==> config.mk <==
export PLATFORM = sky130hd
export DESIGN_NAME = sync_event_queue
export DESIGN_NICKNAME = d
export VERILOG_FILES = /design/src/rtl/sync_event_pkg.sv /design/src/rtl/sat_updown_counter.sv /design/src/rtl/sync_event_queue.sv
export SDC_FILE = /design/constraint.sdc
export NUM_CORES = 1
export LEC_CHECK = 0
export CORE_ASPECT_RATIO = 0.6
export CORE_MARGIN = 10
export CORE_UTILIZATION = 35
export CTS_BUF_LIST = sky130_fd_sc_hd__clkbuf_8
export CTS_CLUSTER_SIZE = 40
export DETAILED_ROUTE_END_ITERATION = 6
export DONT_BUFFER_PORTS = 1
export GPL_TIMING_DRIVEN = 0
export PLACE_DENSITY = 0.53
export SYNTH_ARGS = -nofsm -noshare
export SYNTH_HDL_FRONTEND = slang
export SYNTH_HIERARCHICAL = 1
export SYNTH_SLANG_ARGS = --single-unit
export TNS_END_PERCENT = 5
==> constraint.sdc <==
create_clock -name clk -period 2.7 [get_ports clk]
set_input_delay 0.54 -clock clk [delete_from_list [all_inputs] [get_ports clk]]
set_output_delay 0.54 -clock clk [all_outputs]
set_load 0.01 [all_outputs]
==> src/rtl/sync_event_pkg.sv <==
// Shared types and default widths for the synchronized event queue.
package sync_event_pkg;

   localparam int unsigned DEF_CNT_W  = 8;
   localparam int unsigned DEF_PEND_W = 4;

   typedef enum logic [1:0] {
      ARM  = 2'd0,
      IDLE = 2'd1,
      HIGH = 2'd2
   } ev_state_t;

endpackage

==> src/rtl/sat_updown_counter.sv <==
// Saturating up/down counter holding the number of queued events.
// A simultaneous inc and dec cancels, so saturation never drops an event then.
module sat_updown_counter #(
   parameter int unsigned W = 4
) (
   input  logic         clk,
   input  logic         clr,
   input  logic         inc,
   input  logic         dec,
   output logic [W-1:0] count,
   output logic         sat_drop
);

   localparam logic [W-1:0] MAX = {W{1'b1}};

   logic at_max_c;
   logic at_zero_c;

   // Saturation flags and the drop indication for an unpaired increment at max.
   always_comb begin
      at_max_c  = (count == MAX);
      at_zero_c = (count == W'(0));
      sat_drop  = inc & ~dec & at_max_c;
   end

   // Pending count register.
   always_ff @(posedge clk) begin
      if (clr) begin
         count <= W'(0);
      end else if (inc && !dec && !at_max_c) begin
         count <= count + W'(1);
      end else if (dec && !inc && !at_zero_c) begin
         count <= count - W'(1);
      end
   end

endmodule

==> src/rtl/sync_event_queue.sv <==
// Turns rising edges of an already-synchronized level into queued events
// with a valid/ready pop port, a wrapping total count and a sticky overflow.
module sync_event_queue
   import sync_event_pkg::*;
#(
   parameter int unsigned CNT_W  = DEF_CNT_W,
   parameter int unsigned PEND_W = DEF_PEND_W
) (
   input  logic              clk,
   input  logic              rst,
   input  logic              sync_in,
   input  logic              ev_ready,
   input  logic              clr_ovf,
   output logic              ev_valid,
   output logic              ev_pulse,
   output logic [PEND_W-1:0] pending,
   output logic [CNT_W-1:0]  total,
   output logic              ovf
);

   ev_state_t state_q;
   ev_state_t state_d;
   logic      rise_c;
   logic      pop_c;
   logic      sat_drop;

   // State register; ARM after reset so a level already high is ignored.
   always_ff @(posedge clk) begin
      if (rst) begin
         state_q <= ARM;
      end else begin
         state_q <= state_d;
      end
   end

   // Next-state and rise detection; only IDLE->HIGH is an event.
   always_comb begin
      state_d = state_q;
      rise_c  = 1'b0;
      pop_c   = ev_valid & ev_ready;
      case (state_q)
         ARM:  if (!sync_in) state_d = IDLE;
         IDLE: if (sync_in) begin
                  state_d = HIGH;
                  rise_c  = 1'b1;
               end
         HIGH: if (!sync_in) state_d = IDLE;
         default: state_d = ARM;
      endcase
   end

   // Pending queue depth with saturation.
   sat_updown_counter #(
      .W(PEND_W)
   ) u_pending (
      .clk      (clk),
      .clr      (rst),
      .inc      (rise_c),
      .dec      (pop_c),
      .count    (pending),
      .sat_drop (sat_drop)
   );

   // Event strobe, total counter and valid flag tracking the next pending value.
   always_ff @(posedge clk) begin
      if (rst) begin
         ev_pulse <= 1'b0;
         ev_valid <= 1'b0;
         total    <= CNT_W'(0);
      end else begin
         ev_pulse <= rise_c;
         if (rise_c) begin
            total <= total + CNT_W'(1);
         end
         if (rise_c) begin
            ev_valid <= 1'b1;
         end else if (pop_c) begin
            ev_valid <= (pending != PEND_W'(1));
         end
      end
   end

   // Sticky overflow; a drop in the same cycle as a clear keeps it set.
   always_ff @(posedge clk) begin
      if (rst) begin
         ovf <= 1'b0;
      end else if (sat_drop) begin
         ovf <= 1'b1;
      end else if (clr_ovf) begin
         ovf <= 1'b0;
      end
   end

endmodule

==> flow_summary_export.csv <==
group,metric,value,unit
outcome,status,"complete, no violations",
critical_path,crit_path_top_delay_cell,"dfxtp_1",
sta,fin_tns_setup,0,ns
clock_network,hold_buffers,0,
clock_network,cts_tree,"done",
route,wl_per_cell,14.4,µm
finish,fin_util,43.0,%
clock_network,cts.sinks,17,
route,drc_errors,0,
sta,timing.final.max_slew_violations,0,
clock_network,cts-root-buf,"clkbuf_8",
yosys,synth_area,837,µm²
clock_network,cts_made_buffers,3,
critical_path,cp-end-kind,"register",
run,drv_cap,0,
floorplan,core-area,0.00221,mm²
global_route,grt_overflow_total,0,
global_route,grt_pass1_vias,584,
sta,fin_crit_sh,89.9,%
sta,whs,0.344,ns
placement,io_buffers,0,
critical_path,critPathArrivalTime,2.57,ns
clock_network,cts_max_level,1,
sta,slew_headroom,69.2,%
sta,fin_crit,2.43,ns
floorplan,row_count,13,
floorplan,dieArea,0.00481,mm²
placement,dp_slack,-0.0107,ns
floorplan,ios,20,
sta,setup_ws,0.272,ns
placement,dpl_cell_area,875,µm²
route,viasPerCell,5.40,
sta,setup_viol,0,
pwr,ir_drop,0.231,mV
finish,final_area,952,µm²
finish,syn_to_final_growth,13.8,%
worst_hold_path,hp-class,"in2reg",
placement,gp_congestion,0.771,
yosys,syn_avg_cell_area,9.85,µm²
route,drtPass1Iterations,4,
clock_network,clock_latency,0.25,ns
critical_path,crit_buf_inv,1,
critical_path,worstPathCellList,"nand3b_1 -> inv_2 -> or2b_1 -> nand2b_1 -> ha_4 -> nand3_1 -> a211oi_2 -> a31oi_1 -> mux2_1",
finish,nNetsFinal,101,
yosys,synth-seq-area-share,40.7,%
pwr,p_per_area,534,mW/mm²
global_route,grtUsageMet3,5.30,%
critical_path,critPathRequiredTime,2.84,ns
critical_path,cp_max_fo,5,
finish,layout_commonest_cell,"dfxtp_1",
yosys,synth_nets,94,
global_route,grtUsageMet2,9.87,%
clock_network,clk_pin_slew_worst_paths,0.06,ns
yosys,yosys_warnings,6,
global_route,track_usage,7.66,%
critical_path,crit_path_max_incr_delay,0.34,ns
floorplan,die_h,57.9,µm
route,dr_total_vias,654,
sta,hold_viol_final,0,
global_route,use_met1,9.55,%
finish,diodes,0,
global_route,grt-busiest-layer,"met2",
sta,tightestPinTransition,0.461,ns
yosys,synthDistinctLibCells,32,
floorplan,start_util,37.8,%
route,drtIter0Drc,55,
clock_network,clock_path_buffers,2,
critical_path,cp_top_family,"simple AND/OR/NAND/NOR gates",
yosys,ys_seq_elements,17,
pwr,p_leak,0.344,nW
global_route,grt_antenna_before_repair,0,
finish,layout_common_cells,"dfxtp_1, nor2_1, a21oi_1",
sta,rsz0062_at_grt,"no",
sta,finClkSkew,0.00151,ns
global_route,grt_first_pass_wirelength,3020,µm
route,ant_nets,0,
sta,fmax,412,MHz
placement,dp_hpwl,1320,µm
route,wl,1740,µm
floorplan,die_x,83.1,µm
global_route,grt_start_max_net_pins,11,
yosys,synth_cells,85,
critical_path,worst_setup_path_start_kind,"register",
critical_path,critical_path_class,"reg2reg",
finish,drive_above_1_share,17.6,%
[cells in the mapped netlist, drive strengths merged]
library cell,number,share of area (%)
mux2,1,1.3
ha,3,4.5
nor2,11,4.9
o41ai,1,3.3
o22ai,1,1.5
inv,2,0.90
fa,1,2.4
nand3b,2,1.8
a31oi,1,0.75
dfxtp,17,41
nand4b,2,3.9
nor2b,1,0.75
nand2b,1,0.75
a21oi,8,4.8
mux2i,2,2.4
a211oi,3,3.3
and2,1,0.75
or3,3,2.7
xnor2,3,3.1
nand4,2,1.5
clkbuf,1,0.45
or2b,1,0.90
nand2,4,1.8
or4,2,1.8
o31ai,3,2.7
o21ai,3,1.8
nand3,1,0.60
and4,1,1.0
xor2,2,2.1
nor3b,1,0.90
[registers in the layout, indices dropped and copies added (netlist names)]
register and flops:
u_pending/count 4, state_q 2, ev_pulse 1, ovf 1, ev_valid 1, total 8
[cell families (layout without fill, tap and decap cells)]
group	after synthesis	count (layout)	share of synthesized area [%]
AND/OR/NAND/NOR	33	33	24.1
AO/OA/AOI/OAI	20	20	18.1
flip-flops	17	17	40.7
XOR/XNOR	5	5	5.23
adder cells (fa/ha/maj)	4	4	6.88
multiplexers	3	3	3.74
buffers and inverters	3	9	1.35
[worst paths after layout]
check	from	end	slack, ns	cells past startpoint
hold / removal	rst	state_q[0]	0.34	1
hold reg to reg	state_q[0]	state_q[0]	0.51	1
setup reg to reg	state_q[1]	u_pending/count[3]	0.27	9
setup / recovery	state_q[1]	u_pending/count[3]	0.27	9
[through the flow]
step / instances / total power, mW
3_5_place_dp: 115 / 0.323
3_3_place_gp: 115 / 0.323
2_1_floorplan: 85 / 0.314
4_1_cts: 119 / 0.510
6_report: 121 / 0.508
5_1_grt: 121 / 0.538
[worst reg2reg max path, delay by kind of cell (launching register included)]
| family | cells | cell delay, ns |
|---|---|---|
| AOI/OAI and AO/OA | 2 | 0.28 |
| adders and majority gates | 1 | 0.33 |
| buffers and inverters | 1 | 0.13 |
| DFF | 1 | 0.34 |
| muxes | 1 | 0.31 |
| and+or+nand+nor | 4 | 0.93 |
[report_power, final]
part           internal (mW)  switching (mW)  leakage [nW]
registers              0.259          0.0201         0.138
logic                 0.0237          0.0207         0.179
clock network          0.101          0.0841        0.0269
total                  0.384           0.125         0.344
[area by class of cell]
cell class / instances / area (µm²)
Inverter: 2 / 7.51
Timing Repair Buffer: 2 / 15.0
Fill cell: 230 / 1260
Buffer: 1 / 3.75
Tap cell: 30 / 37.5
Clock buffer: 3 / 41.3
Multi-Input combinational cell: 65 / 502
Sequential cell: 17 / 342
Clock inverter: 1 / 3.75
[layer usage]
metal  vias up  part of all wire, %
li1        324                    -
met1       313                   49
met2        15                   40
met3         2                  9.8
met4         0                 0.75
met5         -                    0
[what timing repair did]
action                                  in CTS  in global routing
buffers inserted                             0                  2
resized for setup                            0                  4
endpoints found under the setup margin       0                  1
(Power assumes the default switching activity.)
